==> config.mk <==
export PLATFORM = sky130hd
export DESIGN_NAME = coordinate_uart_tx
export DESIGN_NICKNAME = d
export VERILOG_FILES = /design/src/rtl/coordinate_uart_tx_pkg.sv /design/src/rtl/uart_byte_tx.sv /design/src/rtl/coordinate_uart_tx.sv
export SDC_FILE = /design/constraint.sdc
export NUM_CORES = 1
export LEC_CHECK = 0
export CORE_MARGIN = 4
export CORE_UTILIZATION = 35
export DETAILED_ROUTE_END_ITERATION = 6
export GPL_ROUTABILITY_DRIVEN = 0
export PLACE_DENSITY = 0.63
export SLEW_MARGIN = 20
export SYNTH_ARGS = -nofsm -noshare
export SYNTH_HDL_FRONTEND = slang
export SYNTH_HIERARCHICAL = 1
export SYNTH_SLANG_ARGS = --single-unit
==> constraint.sdc <==
create_clock -name clock -period 2.3 [get_ports clock]
set_clock_uncertainty 0.05 [all_clocks]
set_input_delay 0.46 -clock clock [delete_from_list [all_inputs] [get_ports clock]]
set_output_delay 0.46 -clock clock [all_outputs]
set_load 0.01 [all_outputs]
==> src/rtl/coordinate_uart_tx_pkg.sv <==
// coordinate_uart_tx_pkg: packet header bytes, FSM encodings and the packet byte selector.
package coordinate_uart_tx_pkg;
  localparam logic [7:0] HDR_MATCH = 8'h4D;
  localparam logic [7:0] HDR_NO_MATCH = 8'h4E;
  typedef enum logic [1:0] {IDLE, LOAD, SEND, DONE} top_state_t;
  typedef enum logic [1:0] {B_IDLE, START, DATA, STOP} byte_state_t;
  function automatic logic [7:0] pkt_byte(input logic match, input logic [2:0] idx,
                                          input logic [9:0] x, input logic [8:0] y);
    return !match ? HDR_NO_MATCH :
           idx == 3'd0 ? HDR_MATCH :
           idx == 3'd1 ? {6'b0, x[9:8]} :
           idx == 3'd2 ? x[7:0] :
           idx == 3'd3 ? {7'b0, y[8]} : y[7:0];
  endfunction
endpackage

==> src/rtl/uart_byte_tx.sv <==
// uart_byte_tx: 8N1 serializer, LSB first; done pulses in the last cycle of the stop bit.
module uart_byte_tx
  import coordinate_uart_tx_pkg::*;
#(
  parameter int CLKS_PER_BIT = 434
) (
  input  logic       clock,
  input  logic       reset,
  input  logic [7:0] data,
  input  logic       load,
  output logic       tx,
  output logic       done
);
  localparam int CW = (CLKS_PER_BIT > 1) ? $clog2(CLKS_PER_BIT) : 1;
  localparam logic [CW-1:0] LAST = CW'(CLKS_PER_BIT - 1);
  byte_state_t state, state_nx;
  logic [CW-1:0] cnt;
  logic [2:0] bit_idx;
  logic [7:0] shreg;
  logic tick;
  always_comb begin
    tick = cnt == LAST;
    state_nx = state == B_IDLE ? (load ? START : B_IDLE) :
               !tick ? state :
               state == START ? DATA :
               state == DATA ? (bit_idx == 3'd7 ? STOP : DATA) : B_IDLE;
    tx = state == START ? 1'b0 : state == DATA ? shreg[0] : 1'b1;
    done = state == STOP && tick;
  end
  always_ff @(posedge clock or negedge reset)
    if (!reset) state <= B_IDLE;
    else state <= state_nx;
  // cnt sits at 0 while idle so every bit starts a full period
  always_ff @(posedge clock or negedge reset)
    if (!reset) begin
      cnt <= '0;
      bit_idx <= '0;
      shreg <= '0;
    end else begin
      cnt <= (state == B_IDLE || tick) ? '0 : cnt + 1'b1;
      if (state == B_IDLE && load) begin
        shreg <= data;
        bit_idx <= '0;
      end else if (state == DATA && tick) begin
        shreg <= shreg >> 1;
        bit_idx <= bit_idx + 1'b1;
      end
    end
endmodule

==> src/rtl/coordinate_uart_tx.sv <==
// coordinate_uart_tx: sends 'M' + x/y match packet or 'N' no-match byte over UART.
// Define CHECKSUM_EN to append an XOR checksum byte to every packet.
module coordinate_uart_tx
  import coordinate_uart_tx_pkg::*;
#(
  parameter int CLKS_PER_BIT = 434
) (
  input  logic       clock,
  input  logic       reset,
  input  logic       send_match,
  input  logic       send_no_match,
  input  logic [9:0] x_in,
  input  logic [8:0] y_in,
  output logic       tx,
  output logic       busy,
  output logic       send_complete
);
  top_state_t state, state_nx;
  logic match_q, accept, load, done;
  logic [9:0] x_q;
  logic [8:0] y_q;
  logic [2:0] byte_idx, last_idx;
  logic [7:0] data;
  always_comb begin
    accept = state == IDLE && (send_match || send_no_match);
`ifdef CHECKSUM_EN
    last_idx = match_q ? 3'd5 : 3'd1;
    data = byte_idx != last_idx ? pkt_byte(match_q, byte_idx, x_q, y_q) :
           match_q ? HDR_MATCH ^ {6'b0, x_q[9:8]} ^ x_q[7:0] ^ {7'b0, y_q[8]} ^ y_q[7:0] :
           HDR_NO_MATCH;
`else
    last_idx = match_q ? 3'd4 : 3'd0;
    data = pkt_byte(match_q, byte_idx, x_q, y_q);
`endif
    state_nx = state == IDLE ? (accept ? LOAD : IDLE) :
               state == LOAD ? SEND :
               state == SEND ? (!done ? SEND : byte_idx == last_idx ? DONE : LOAD) : IDLE;
    load = state == LOAD;
    busy = state == LOAD || state == SEND;
    send_complete = state == DONE;
  end
  always_ff @(posedge clock or negedge reset)
    if (!reset) state <= IDLE;
    else state <= state_nx;
  always_ff @(posedge clock or negedge reset)
    if (!reset) begin
      match_q <= 1'b0;
      x_q <= '0;
      y_q <= '0;
      byte_idx <= '0;
    end else if (accept) begin
      match_q <= send_match;
      x_q <= x_in;
      y_q <= y_in;
      byte_idx <= '0;
    end else if (state == SEND && done) begin
      byte_idx <= byte_idx + 1'b1;
    end
  uart_byte_tx #(.CLKS_PER_BIT(CLKS_PER_BIT)) u_byte (
    .clock(clock),
    .reset(reset),
    .data(data),
    .load(load),
    .tx(tx),
    .done(done)
  );
endmodule

==> run metrics, run 1 <==
slew of the pin with the lowest slew margin=0.603 ns; status=completed; fin. max-slew vios=0; CP bufs+invs=2; FP Rows=31; quantity of gates resized following cts=0; vias in the first global route=a little under 2000; total wire length=approximately 5.1 mm; clock sink count=47; Simple-Gate Fraction of Synth Area=26.7%; Pleak=between 1 and 1.5 nW; Synth Instances=283; worst slack, placed=roughly 0.42 ns; post-CTS setup buffers=0; Main synth FF type=dfrtp_1; Peak VDD IR=274 µV; PwrDens=460 nW/µm²; worst-path fanout max=5; Ys Warns=6; final hold violation count=0; minimum clock period=2.15 ns; Worst setup SP type=flip-flop; slowest CP cell=clkdlybuf4s50_1; leading area contributor after synthesis=dfrtp_1; clock latency on the worst-skew pair=~0.3 ns; Worst R2R Path Depth=7; worst setup path category=flip-flop to output pin; multiplexer area fraction after synthesis=roughly 3.5%; DPL Wire Length=approximately 3.7 mm; RSZ-0062 raised after global routing=false; MaxCap Viol Count=0; Final TNS setup=0 ns; sequential area share after synthesis=a little under half; post-route DRC violation count=0; count leader, synth=nand2_1; largest net degree at the start of global routing=48; final worst slack=~0.15 ns; largest family of logic cells by synthesized area=simple AND/OR/NAND/NOR gates; io pins=26; top cells by area, synth=dfrtp_1 (45%), nand2_1 (14%), ha_1 (8.2%); Post-synth EDFFs=0; CP endpoint kind=output pin; critical-path cell list=inv_1 > ha_1 > clkdlybuf4s50_1; width of the die=approximately 94 µm; Area growth syn-to-layout=15.6%; CTS Buf Count=5; grt ovf=0; Synth Area in Adders=around 8.2%; H-Tree Depth=2; hold_buf cts=0; share of layout cells above drive strength 1=about 6.8%; Die Y=94.3 µm; Yosys cell types=47; drt first pass iters=4; Rel. slew slack=approximately 60%; Placed Cells=about 400; Post-Synth XOR/XNOR Area=approximately 1.7%; initial drt markers=80; vias after detailed routing=~2000; Avg WL per Cell=around 13 µm; Nets=between 300 and 400; Tot GR Track Use=12.7%; CP Data Required Time=between 1.5 and 2 ns; Clock Path Buffers=2; TritonCTS clock tree=built; initial antenna violation count=0; CP max stage delay=0.53 ns; syn_area_per_cell=around 9 µm²; Final period util=between 90% and 100%; Synthesized Nets=about 320; Worst path top cell family by delay=buffers and inverters; setup violators final=0; via/cell ratio=about 4.8; total power=around 1.4 mW; Synth Cell Area=2610 µm²; Core Util, Final=approximately 42%; worst min-delay path class=input port to asynchronous set/reset pin; Seq cells post-synth=47; Synth top area share=between 40% and 50%; Clock Tree Root=clkbuf_8; Core Region=7250 µm²; Synth Area in Compound Gates=between 10% and 20%; critical path depth=3; first-pass GRT wire length=approximately 9 mm; # diodes=0; Buffers on Ports=25; arrival time worst endpoint=about 1.6 ns; fmax=466 MHz; Post-synth top cells=nand2_1 (98), dfrtp_1 (47), ha_1 (17); Worst-path clk slew=around 0.09 ns; Die ar.=slightly below 9000 µm²; Cell Count, Final, Fillers Out=407; Post-DRT Antenna Nets=0; Async S/R FF share, synth=100%; initial core utilization=between 30 and 40%
worst register-to-register path, delay by kind of cell (launching register included):
kind / cells / cell delay, ns
buf+inv: 1 / 0.07
simple gates: 4 / 0.77
fa+ha+maj: 1 / 0.20
xor+xnor: 1 / 0.15
flops: 1 / 0.42
power breakdown:
group	total [mW]	leakage, nW	switching [mW]	internal (mW)
logic	0.0542	0.784	0.0213	0.0329
clock network	0.507	0.0483	0.292	0.214
registers	0.825	0.600	0	0.825
total	1.39	1.43	0.314	1.07
routing by layer:
metal	share of wire, %	global-route usage (%)	vias up
met5	0	0	-
li1	-	-	1006
met4	1.1	3.97	0
met2	45	20.4	34
met1	50	16.7	924
met3	4.1	3.67	5
flip-flops by register name, summed over array words and instances, names as in the netlist, 2 cells and up:
register and flops:
state 2, byte_idx 3, y_q 9, u_byte/bit_idx 3, u_byte/shreg 8, u_byte/cnt 9, x_q 10, u_byte/state 2
stage by stage:
step | hold WS (ns) | area, µm²
after floorplan | 0.114 | 2610
after detailed placement | 0.413 | 2930
final | 0.189 | 3020
after global placement | 0.414 | 2930
after CTS | 0.217 | 3010
after global routing | 0.246 | 3020
final timing paths:
path | startpoint | endpoint | slack, ns
max reg2reg | u_byte/cnt[1] | byte_idx[0] | 0.53
min in group clock | y_q[7] | y_q[7] | 0.43
min reg2reg | y_q[7] | y_q[7] | 0.43
min | reset | u_byte/cnt[5] | 0.19
max | state[1] | busy | 0.15
max in group asynchronous | reset | x_q[7] | 1.61
final cells by class:
type	count	area [µm²]
flip-flops and latches	47	1180
multi-input cells	213	1310
clock inverters	3	18.8
repair buffers	28	270
clock buffers	5	68.8
well taps	99	124
inverters	12	45.0
fillers	734	4240
placed cells by master, fill, tap and decap left out, drive strengths merged, types with 3 or more instances in the layout:
cell / n
xnor2: 3
nand4: 4
buf: 4
a31oi: 5
nand3b: 4
o21ai: 9
inv: 13
dfrtp: 47
nor2b: 3
clkbuf: 5
o221ai: 7
mux2i: 8
a21oi: 8
clkdlybuf4s50: 23
nand3: 5
ha: 17
nor2: 9
and2b: 3
nand2: 98
kinds of logic after synthesis:
group | after synthesis
adder cells (fa/ha/maj) | 17
buffers and inverters | 23
XOR/XNOR | 5
AND/OR/NAND/NOR | 142
multiplexers | 9
AO/OA/AOI/OAI | 40
flip-flops | 47
(Power assumes the default switching activity.)
==> run 2, diff against run 1 <==
Settings changed: CTS_CLUSTER_DIAMETER set to 30.
==> results of run 2 <==
No change in the layout: final DEF, timing and power equal those of run 1.
==> run 3, diff against run 2 <==
--- a/config.mk
+++ b/config.mk
@@ -7,2 +7,4 @@
 export LEC_CHECK = 0
+export CELL_PAD_IN_SITES_DETAIL_PLACEMENT = 2
+export CELL_PAD_IN_SITES_GLOBAL_PLACEMENT = 2
 export CORE_MARGIN = 4
@@ -12,3 +14,4 @@
 export GPL_ROUTABILITY_DRIVEN = 0
-export PLACE_DENSITY = 0.63
+export HOLD_SLACK_MARGIN = 0.12
+export PLACE_DENSITY = 0.88
 export SLEW_MARGIN = 20
--- a/constraint.sdc
+++ b/constraint.sdc
@@ -4,2 +4,2 @@
 set_output_delay 0.46 -clock clock [all_outputs]
-set_load 0.01 [all_outputs]
+set_load 0.02 [all_outputs]
==> run metrics, run 3 (synthesis results as in run 1) <==
Avg WL per Cell=roughly 16 µm; vias after detailed routing=2104; PwrDens=485 nW/µm²; final hold violation count=0; max reg flops=10; H-Tree Depth=2; clock latency on the worst-skew pair=~0.3 ns; switching share of power=between 20% and 30%; fin. max-slew vios=0; Worst-path clk slew=about 0.080 ns; status=completed; Buffers on Ports=25; Int Pwr=around 1.2 mW; first-pass GRT wire length=about 11 mm; Final TNS setup=0 ns; Core Region=a little over 7000 µm²; MaxCap Viol Count=0; width of the die=around 94 µm; post-CTS setup buffers=0; sequential share of power=55.7%; most frequent cells in the layout=nand2_1 (98), dfrtp_1 (46), clkdlybuf4s50_1 (23), ha_1 (17), inv_1 (12); most common cell after layout, fill and taps aside=nand2_1; Clock Tree Root=clkbuf_8; initial drt markers=50; # diodes=0; # fillers=around 800; Nets=roughly 350; CP endpoint kind=output pin; Comb pwr share=under 10%; Die ar.=a little under 9000 µm²; minimum clock period=approximately 2.2 ns; setup violators final=0; CTS Buf Count=5; worst min-delay path class=flip-flop to flip-flop; Worst setup SP type=flip-flop; CP Data Required Time=~1.8 ns; total wire length=between 6 and 7 mm; io pins=26; Core Util, Final=between 40% and 50%; DPL Wire Length=5.03 mm; Biggest register=x_q; worst setup path category=flip-flop to output pin; Pleak=1.44 nW; arrival time worst endpoint=about 1.7 ns; via/cell ratio=just over 5; post-route DRC violation count=0; FP Rows=31; Tot GR Track Use=16.5%; initial antenna violation count=0; clock sink count=47; vias in the first global route=2242; Clk pwr share=between 40 and 50%; total power=approximately 1.5 mW; Rel. slew slack=60.4%; slew of the pin with the lowest slew margin=a little under 0.6 ns; Regs by FF count=x_q (10), u_byte/cnt (9), y_q (9); worst-path fanout max=4; drt first pass iters=4; fmax=approximately 460 MHz; initial core utilization=36.0%; Die Y=around 94 µm; grt ovf=0; Final period util=between 90% and 100%; share of layout cells above drive strength 1=approximately 6.5%; Post-DRT Antenna Nets=0; Clock Path Buffers=2; Peak VDD IR=about 210 µV; Area growth syn-to-layout=17.1%; TritonCTS clock tree=built; NetSw=between 300 and 400 µW; largest net degree at the start of global routing=26; RSZ-0062 raised after global routing=false
## run 3: worst paths after layout
check                                     end  slack, ns           from  depth (start not counted)
worst min register to register         y_q[3]       0.43         y_q[3]                          2
min in group asynchronous       u_byte/cnt[4]       0.65          reset                          2
worst min-delay path                   y_q[3]       0.43         y_q[3]                          2
worst max register to register    byte_idx[2]       0.42  u_byte/cnt[1]                          6
max in group asynchronous              x_q[2]       1.00          reset                          3
worst max-delay path                     busy       0.11       state[0]                          3
## run 3: power by group through the flow
| stage | combinational [mW] | sequential (mW) | clock, mW |
|---|---|---|---|
| 5_1_grt | 0.0647 | 0.826 | 0.662 |
| 3_3_place_gp | 0.0584 | 0.842 | 0 |
| 6_report | 0.0588 | 0.825 | 0.597 |
| 4_1_cts | 0.0608 | 0.826 | 0.616 |
| 3_5_place_dp | 0.0591 | 0.842 | 0 |
| 2_1_floorplan | 0.000387 | 0.842 | 0 |
## run 3: routing by layer
| metal | wire (µm) | global-route usage (%) | vias up |
|---|---|---|---|
| li1 | - | - | 1013 |
| met1 | 3090 | 21.8 | 1064 |
| met2 | 3350 | 28.2 | 20 |
| met3 | 150 | 2.63 | 7 |
| met4 | 73 | 3.97 | 0 |
| met5 | 0 | 0 | - |
## run 3: critical path: stages (launching register included)
cell and delay, ns:
dfrtp_1 0.41, inv_1 0.09, ha_1 0.29, clkdlybuf4s50_1 0.60
## run 3: area by class of cell
cell class | count | area, µm² | area share, %
clock inverter | 1 | 30.0 | 0.983
timing repair buffer | 29 | 293 | 9.58
sequential | 47 | 1180 | 38.5
clock buffer | 6 | 72.6 | 2.38
tap | 99 | 124 | 4.05
multi-input combinational | 213 | 1310 | 43.0
inverter | 12 | 45.0 | 1.47
## run 3: repair_timing
action / CTS / global route
endpoints found under the setup margin: 0 / 2
resized for setup: 0 / 2
hold buffers: 1 / 0
hold endpoints to repair: 3 / 0
## run 3: stage by stage
| stage | hold WS, ns | cell area (µm²) | worst slack (ns) | cells |
|---|---|---|---|---|
| final | 0.428 | 3060 | 0.108 | 407 |
| after global routing | 0.470 | 3060 | 0.0278 | 407 |
| after CTS | 0.433 | 3050 | 0.0124 | 407 |
| after detailed placement | 0.412 | 2940 | 0.355 | 399 |
| after global placement | 0.411 | 2940 | 0.403 | 399 |
| after floorplan | 0.114 | 2610 | 0.742 | 283 |
